<file path="config.mk">
export PLATFORM = sky130hd
export DESIGN_NAME = imem_loader
export DESIGN_NICKNAME = d
export VERILOG_FILES = /design/src/rtl/imem_loader.sv
export SDC_FILE = /design/constraint.sdc
export NUM_CORES = 1
export LEC_CHECK = 0
export CAP_MARGIN = 25
export CORE_MARGIN = 10
export CORE_UTILIZATION = 25
export CTS_CLUSTER_DIAMETER = 60
export DETAILED_ROUTE_END_ITERATION = 8
export PLACE_DENSITY_LB_ADDON = 0.15
export REMOVE_ABC_BUFFERS = 1
export SETUP_SLACK_MARGIN = 0.3
export SYNTH_ARGS = -nofsm -noshare
export SYNTH_HDL_FRONTEND = slang
export SYNTH_SLANG_ARGS = --single-unit
</file>
<file path="constraint.sdc">
create_clock -name clk -period 4.3 [get_ports clk]
set_clock_uncertainty 0.2 [all_clocks]
set_input_delay 0.645 -clock clk [delete_from_list [all_inputs] [get_ports clk]]
set_output_delay 0.645 -clock clk [all_outputs]
set_load 0.005 [all_outputs]
</file>
<file path="src/rtl/imem_loader.sv">
// imem_loader: boot-time instruction memory writer.
// Receives a big-endian byte stream: a 16-bit word count N, then 4N
// instruction bytes. Each assembled word goes to consecutive word slots
// starting at byte address 0. The CPU is held in reset until a load
// finishes cleanly.
// Optional feature: define IMEM_LOADER_CHECKSUM_EN to require one trailing
// byte equal to the XOR of all data bytes before the load counts as done.
module imem_loader #(
  parameter int ADDR_W    = 10,
  parameter int MAX_WORDS = 1024
) (
  input  logic        clk,
  input  logic        rst,
  input  logic        start,
  input  logic        byte_valid,
  input  logic [7:0]  byte_data,
  output logic        byte_ready,
  output logic        mem_we,
  output logic [31:0] mem_addr,
  output logic [31:0] mem_wdata,
  output logic        cpu_rst,
  output logic        busy,
  output logic        done,
  output logic        err
);

  localparam logic [15:0] MAX_N = 16'(MAX_WORDS);

  typedef enum logic [2:0] {
    IDLE,
    LEN_HI,
    LEN_LO,
    DATA,
    WRITE,
    DONE,
`ifdef IMEM_LOADER_CHECKSUM_EN
    ERR,
    CHK
`else
    ERR
`endif
  } state_t;

  state_t      state_q;
  state_t      state_d;
  logic [15:0] len_q;
  logic [15:0] len_full;
  logic [15:0] word_idx_q;
  logic [15:0] word_idx_inc;
  logic [1:0]  byte_cnt_q;
  logic [23:0] asm_q;
  logic        accept;
`ifdef IMEM_LOADER_CHECKSUM_EN
  logic [7:0]  csum_q;
`endif

  assign accept       = byte_valid && byte_ready;
  assign len_full     = {len_q[15:8], byte_data};
  assign word_idx_inc = word_idx_q + 16'd1;

  // State register; an asynchronous reset abandons any load in flight.
  always_ff @(posedge clk or negedge rst) begin
    if (!rst) state_q <= IDLE;
    else      state_q <= state_d;
  end

  // Next-state decode and the status/handshake outputs, all derived from state.
  always_comb begin
    state_d    = state_q;
    byte_ready = 1'b0;
    mem_we     = 1'b0;
    busy       = 1'b1;
    done       = 1'b0;
    err        = 1'b0;
    cpu_rst    = 1'b1;
    case (state_q)
      IDLE: begin
        busy = 1'b0;
        if (start) state_d = LEN_HI;
      end
      LEN_HI: begin
        byte_ready = 1'b1;
        if (accept) state_d = LEN_LO;
      end
      LEN_LO: begin
        byte_ready = 1'b1;
        if (accept) begin
          if (len_full == 16'd0) begin
`ifdef IMEM_LOADER_CHECKSUM_EN
            state_d = CHK;
`else
            state_d = DONE;
`endif
          end else if (len_full > MAX_N) begin
            state_d = ERR;
          end else begin
            state_d = DATA;
          end
        end
      end
      DATA: begin
        byte_ready = 1'b1;
        if (accept && (byte_cnt_q == 2'd3)) state_d = WRITE;
      end
      WRITE: begin
        mem_we = 1'b1;
        if (word_idx_inc == len_q) begin
`ifdef IMEM_LOADER_CHECKSUM_EN
          state_d = CHK;
`else
          state_d = DONE;
`endif
        end else begin
          state_d = DATA;
        end
      end
`ifdef IMEM_LOADER_CHECKSUM_EN
      CHK: begin
        byte_ready = 1'b1;
        if (accept) state_d = (byte_data == csum_q) ? DONE : ERR;
      end
`endif
      DONE: begin
        busy    = 1'b0;
        done    = 1'b1;
        cpu_rst = 1'b0;
        if (start) state_d = LEN_HI;
      end
      ERR: begin
        busy = 1'b0;
        err  = 1'b1;
        if (start) state_d = LEN_HI;
      end
      default: state_d = IDLE;
    endcase
  end

  // Datapath: length capture, word assembly, write address/data and counters.
  always_ff @(posedge clk or negedge rst) begin
    if (!rst) begin
      len_q      <= '0;
      word_idx_q <= '0;
      byte_cnt_q <= '0;
      asm_q      <= '0;
      mem_addr   <= '0;
      mem_wdata  <= '0;
`ifdef IMEM_LOADER_CHECKSUM_EN
      csum_q     <= '0;
`endif
    end else begin
      case (state_q)
        IDLE, DONE, ERR: begin
          if (start) begin
            word_idx_q <= '0;
            byte_cnt_q <= '0;
`ifdef IMEM_LOADER_CHECKSUM_EN
            csum_q     <= '0;
`endif
          end
        end
        LEN_HI: if (accept) len_q[15:8] <= byte_data;
        LEN_LO: if (accept) len_q[7:0]  <= byte_data;
        DATA: begin
          if (accept) begin
            asm_q      <= {asm_q[15:0], byte_data};
            byte_cnt_q <= byte_cnt_q + 2'd1;
`ifdef IMEM_LOADER_CHECKSUM_EN
            csum_q     <= csum_q ^ byte_data;
`endif
            if (byte_cnt_q == 2'd3) begin
              mem_wdata <= {asm_q, byte_data};
              mem_addr  <= {{(30-ADDR_W){1'b0}}, word_idx_q[ADDR_W-1:0], 2'b00};
            end
          end
        end
        WRITE: word_idx_q <= word_idx_inc;
        default: ;
      endcase
    end
  end

endmodule

</file>
==> reports/metrics.json <==
{
  "drive_above_1_share": 0.165,
  "grt_overflow": 0,
  "diodes": 0,
  "synth-warning-count": 0,
  "power-per-cell-area_nw_per_um2": 515,
  "cp-start-kind": "flop",
  "die-width_um": 160,
  "global_route.usage.met1": 0.122,
  "number_of_cells_in_the_finished_layout_apart_from_fillers": 792,
  "reg2reg_to": "state_q[1]",
  "met3_resource_use_gr": 0.0194,
  "dpl.cell_count": 776,
  "cts_hold_buffers": 0,
  "synth_area_per_cell_um2": 10.4,
  "transition_time_at_the_pin_with_the_least_slew_margin_ns": 0.815,
  "finalMaxSlewViolations": 0,
  "pre_cts_ws_ns": 1.19,
  "status": "finished, final reports clean",
  "grt_antenna_before_repair": 0,
  "clockBufferDepth": 2,
  "detailed_place_hpwl_um": 8700,
  "path_cells": "nor2b_1 -> nand2b_1 -> buf_4 -> inv_1 -> clkdlybuf4s50_1",
  "routed_wl_um": 12200,
  "floorplan.initialDensity": 0.254,
  "clock-root-buffer": "sky130_fd_sc_hd__clkbuf_16",
  "mostFrequentLayoutCell": "sky130_fd_sc_hd__dfrtp_1",
  "worst_setup_path_end_kind": "primary output",
  "nNetsFinal": 536,
  "synth_xor_area_frac": 0.0355,
  "synth_seq_cells": 103,
  "async_flop_share": 1.00,
  "share_of_synthesized_cell_area_in_full_adder_half_adder_and_majority_cells": 0.00508,
  "worst_r2r_path_depth": 7,
  "path_class": "reg2out",
  "via_count": 3466,
  "power_leakage_nw": 2.73,
  "yosys.area.top_type": "sky130_fd_sc_hd__dfrtp_1",
  "holdWs_ns": 0.00788,
  "vdd_drop_max_mv": 0.254,
  "antenna_left": 0,
  "cts.clk_slew.worst_paths_ns": 0.07,
  "synthSimpleGateAreaFrac": 0.159,
  "numClockSinks": 103,
  "finalInstanceArea_um2": 6010,
  "synthTopCellsByArea": "sky130_fd_sc_hd__dfrtp_1, sky130_fd_sc_hd__mux2_2, sky130_fd_sc_hd__nand2_1",
  "slew_headroom": 0.454,
  "avgRoutedWirePerCell_um": 15.4,
  "synth_largest_type_area_fraction": 0.523,
  "final_cell_mix": "sky130_fd_sc_hd__dfrtp_1, sky130_fd_sc_hd__nand2_1, sky130_fd_sc_hd__clkdlybuf4s50_1",
  "worstReg2RegStart": "word_idx_q[0]",
  "critical_path.slowest_cell": "sky130_fd_sc_hd__clkdlybuf4s50_1",
  "gp_congestion": 0.749,
  "fmax_ghz": 0.289,
  "cts-htree-levels": 3,
  "n_fill_cell": 2014,
  "netlist_instances": 472,
  "grt_pass1_wl_um": 20100,
  "timing.reg2reg.setup_slack_ns": 1.21,
  "dr_drc_count": 0,
  "unrepaired_setup_endpoints_after_global_routing": "false",
  "port_buffers": 59,
  "layout_setup_ws_ns": 0.836,
  "synth_compound_gate_area_share": 0.0759,
  "finalSetupTns_ns": 0,
  "synth_top_family_by_area": "simple AND/OR/NAND/NOR gates",
  "drt-vias-per-instance": 4.38,
  "cp.arrival_ns": 2.62,
  "cp.required_ns": 3.45,
  "ys_dominant_reg_cell": "sky130_fd_sc_hd__dfrtp_1",
  "rows": 51,
  "cts-resized-gates": 0,
  "first_global_vias": 3599,
  "detailed_place.area_um2": 5710,
  "proportion_of_synthesized_area_in_mux_cells": 0.138,
  "grt_max_degree": 39,
  "drc_marker_count_from_the_first_detailed_route_iteration": 214,
  "yosys.cell_types.count": 47,
  "netlist_area_um2": 4930,
  "critPathMaxStageDelay_ns": 0.61,
  "finalCritPeriodShare": 0.806,
  "placeableCoreArea_um2": 19400,
  "tritoncts": "done",
  "holdCritPathClass": "in2async",
  "post_cts.repair.setup_buffers": 0,
  "grt_usage": 0.0962,
  "finalHoldViolations": 0,
  "cts_inserted_buffers": 9,
  "critPathMaxFanout": 22,
  "dr.pass1.iters": 4,
  "worstSkewPairLatency_ns": 0.36,
  "top_level_ports": 82,
  "synth_sequential_area_ratio": 0.523,
  "grtUsageMet2": 0.155,
  "floorplan.die.height_um": 160,
  "syn2layout_area_growth_pct": 21.9,
  "top_usage_layer": "met2",
  "max_cap_viol_count": 0,
  "synth_enable_flop_cells": 0,
  "final_worst_path_period_need_ns": 3.46,
  "setup_violations": 0,
  "fp.dieArea_um2": 25700
}
critical path: cells and delay by family, from the launching register on:
kind	cells	cell delay, ns
flops	1	0.53
buf+inv	3	1.22
simple gates	2	0.51
where the power goes:
group / switching (mW) / leakage [nW] / total (mW) / internal [mW]
combinational: 0.427 / 1.21 / 0.824 / 0.397
sequential: 0.234 / 1.38 / 1.43 / 1.19
clock: 0.385 / 0.141 / 0.844 / 0.459
cells by family (layout without fill, tap and decap cells):
kind of cell             count (synthesis)  after routing
buffers and inverters                   54             88
multiplexers                            61             61
adder cells (fa/ha/maj)                  2              2
flip-flops                             103            103
XOR/XNOR                                20             20
AO/OA/AOI/OAI                           62             62
AND/OR/NAND/NOR                        169            169
other                                    1             22
worst max-delay path by stage:
stage | startpoint | end
2_1_floorplan | byte_valid | mem_addr[11]
3_3_place_gp | byte_valid | mem_wdata[28]
3_5_place_dp | byte_valid | mem_wdata[31]
4_1_cts | state_q[2] | mem_we
5_1_grt | state_q[2] | mem_we
6_report | state_q[2] | mem_we
layout make-up:
cell class,count,area (um^2),share of cell area
sequential,103,2580,0.429
timing repair buffer,66,657,0.109
clock inverter,5,63.8,0.0106
clock buffer,11,233,0.0387
multi-input combinational,336,2120,0.354
inverter,6,22.5,0.00375
tap,265,332,0.0552
routing by layer:
metal,wire length [um],up-vias
li1,-,1676
met4,213,0
met1,5720,1714
met2,5870,66
met3,436,10
met5,0,-
registers in the layout (all words and copies together), names as in the netlist:
register	count
len_q	16
mem_addr	10
state_q	3
mem_wdata	32
byte_cnt_q	2
asm_q	24
word_idx_q	16
synthesized netlist by cell type (2+ instances only):
cell / n
sky130_fd_sc_hd__o21ai_0: 28
sky130_fd_sc_hd__inv_1: 5
sky130_fd_sc_hd__buf_2: 9
sky130_fd_sc_hd__nand3_1: 11
sky130_fd_sc_hd__mux2_2: 57
sky130_fd_sc_hd__o22ai_1: 2
sky130_fd_sc_hd__nand3_2: 2
sky130_fd_sc_hd__buf_4: 23
sky130_fd_sc_hd__nor4_1: 2
sky130_fd_sc_hd__ha_1: 2
sky130_fd_sc_hd__nor3b_1: 2
sky130_fd_sc_hd__a31oi_1: 2
sky130_fd_sc_hd__xnor2_1: 12
sky130_fd_sc_hd__nor2b_1: 4
sky130_fd_sc_hd__and3_1: 5
sky130_fd_sc_hd__dfrtp_1: 103
sky130_fd_sc_hd__o41ai_1: 3
sky130_fd_sc_hd__xor2_1: 8
sky130_fd_sc_hd__and2_1: 3
sky130_fd_sc_hd__nand4_1: 5
sky130_fd_sc_hd__nor3_1: 6
sky130_fd_sc_hd__o31ai_1: 7
sky130_fd_sc_hd__a21oi_1: 12
sky130_fd_sc_hd__nand2_1: 93
sky130_fd_sc_hd__nand2b_1: 3
sky130_fd_sc_hd__mux2i_1: 4
sky130_fd_sc_hd__clkbuf_1: 15
sky130_fd_sc_hd__nor2_1: 25
through the flow:
step	power, mW	util
4_1_cts	3.14	0.310
5_1_grt	3.33	0.310
3_3_place_gp	2.25	0.294
3_5_place_dp	2.28	0.295
6_report	3.09	0.310
2_1_floorplan	1.95	-
Power figures use the tool's default switching activity.
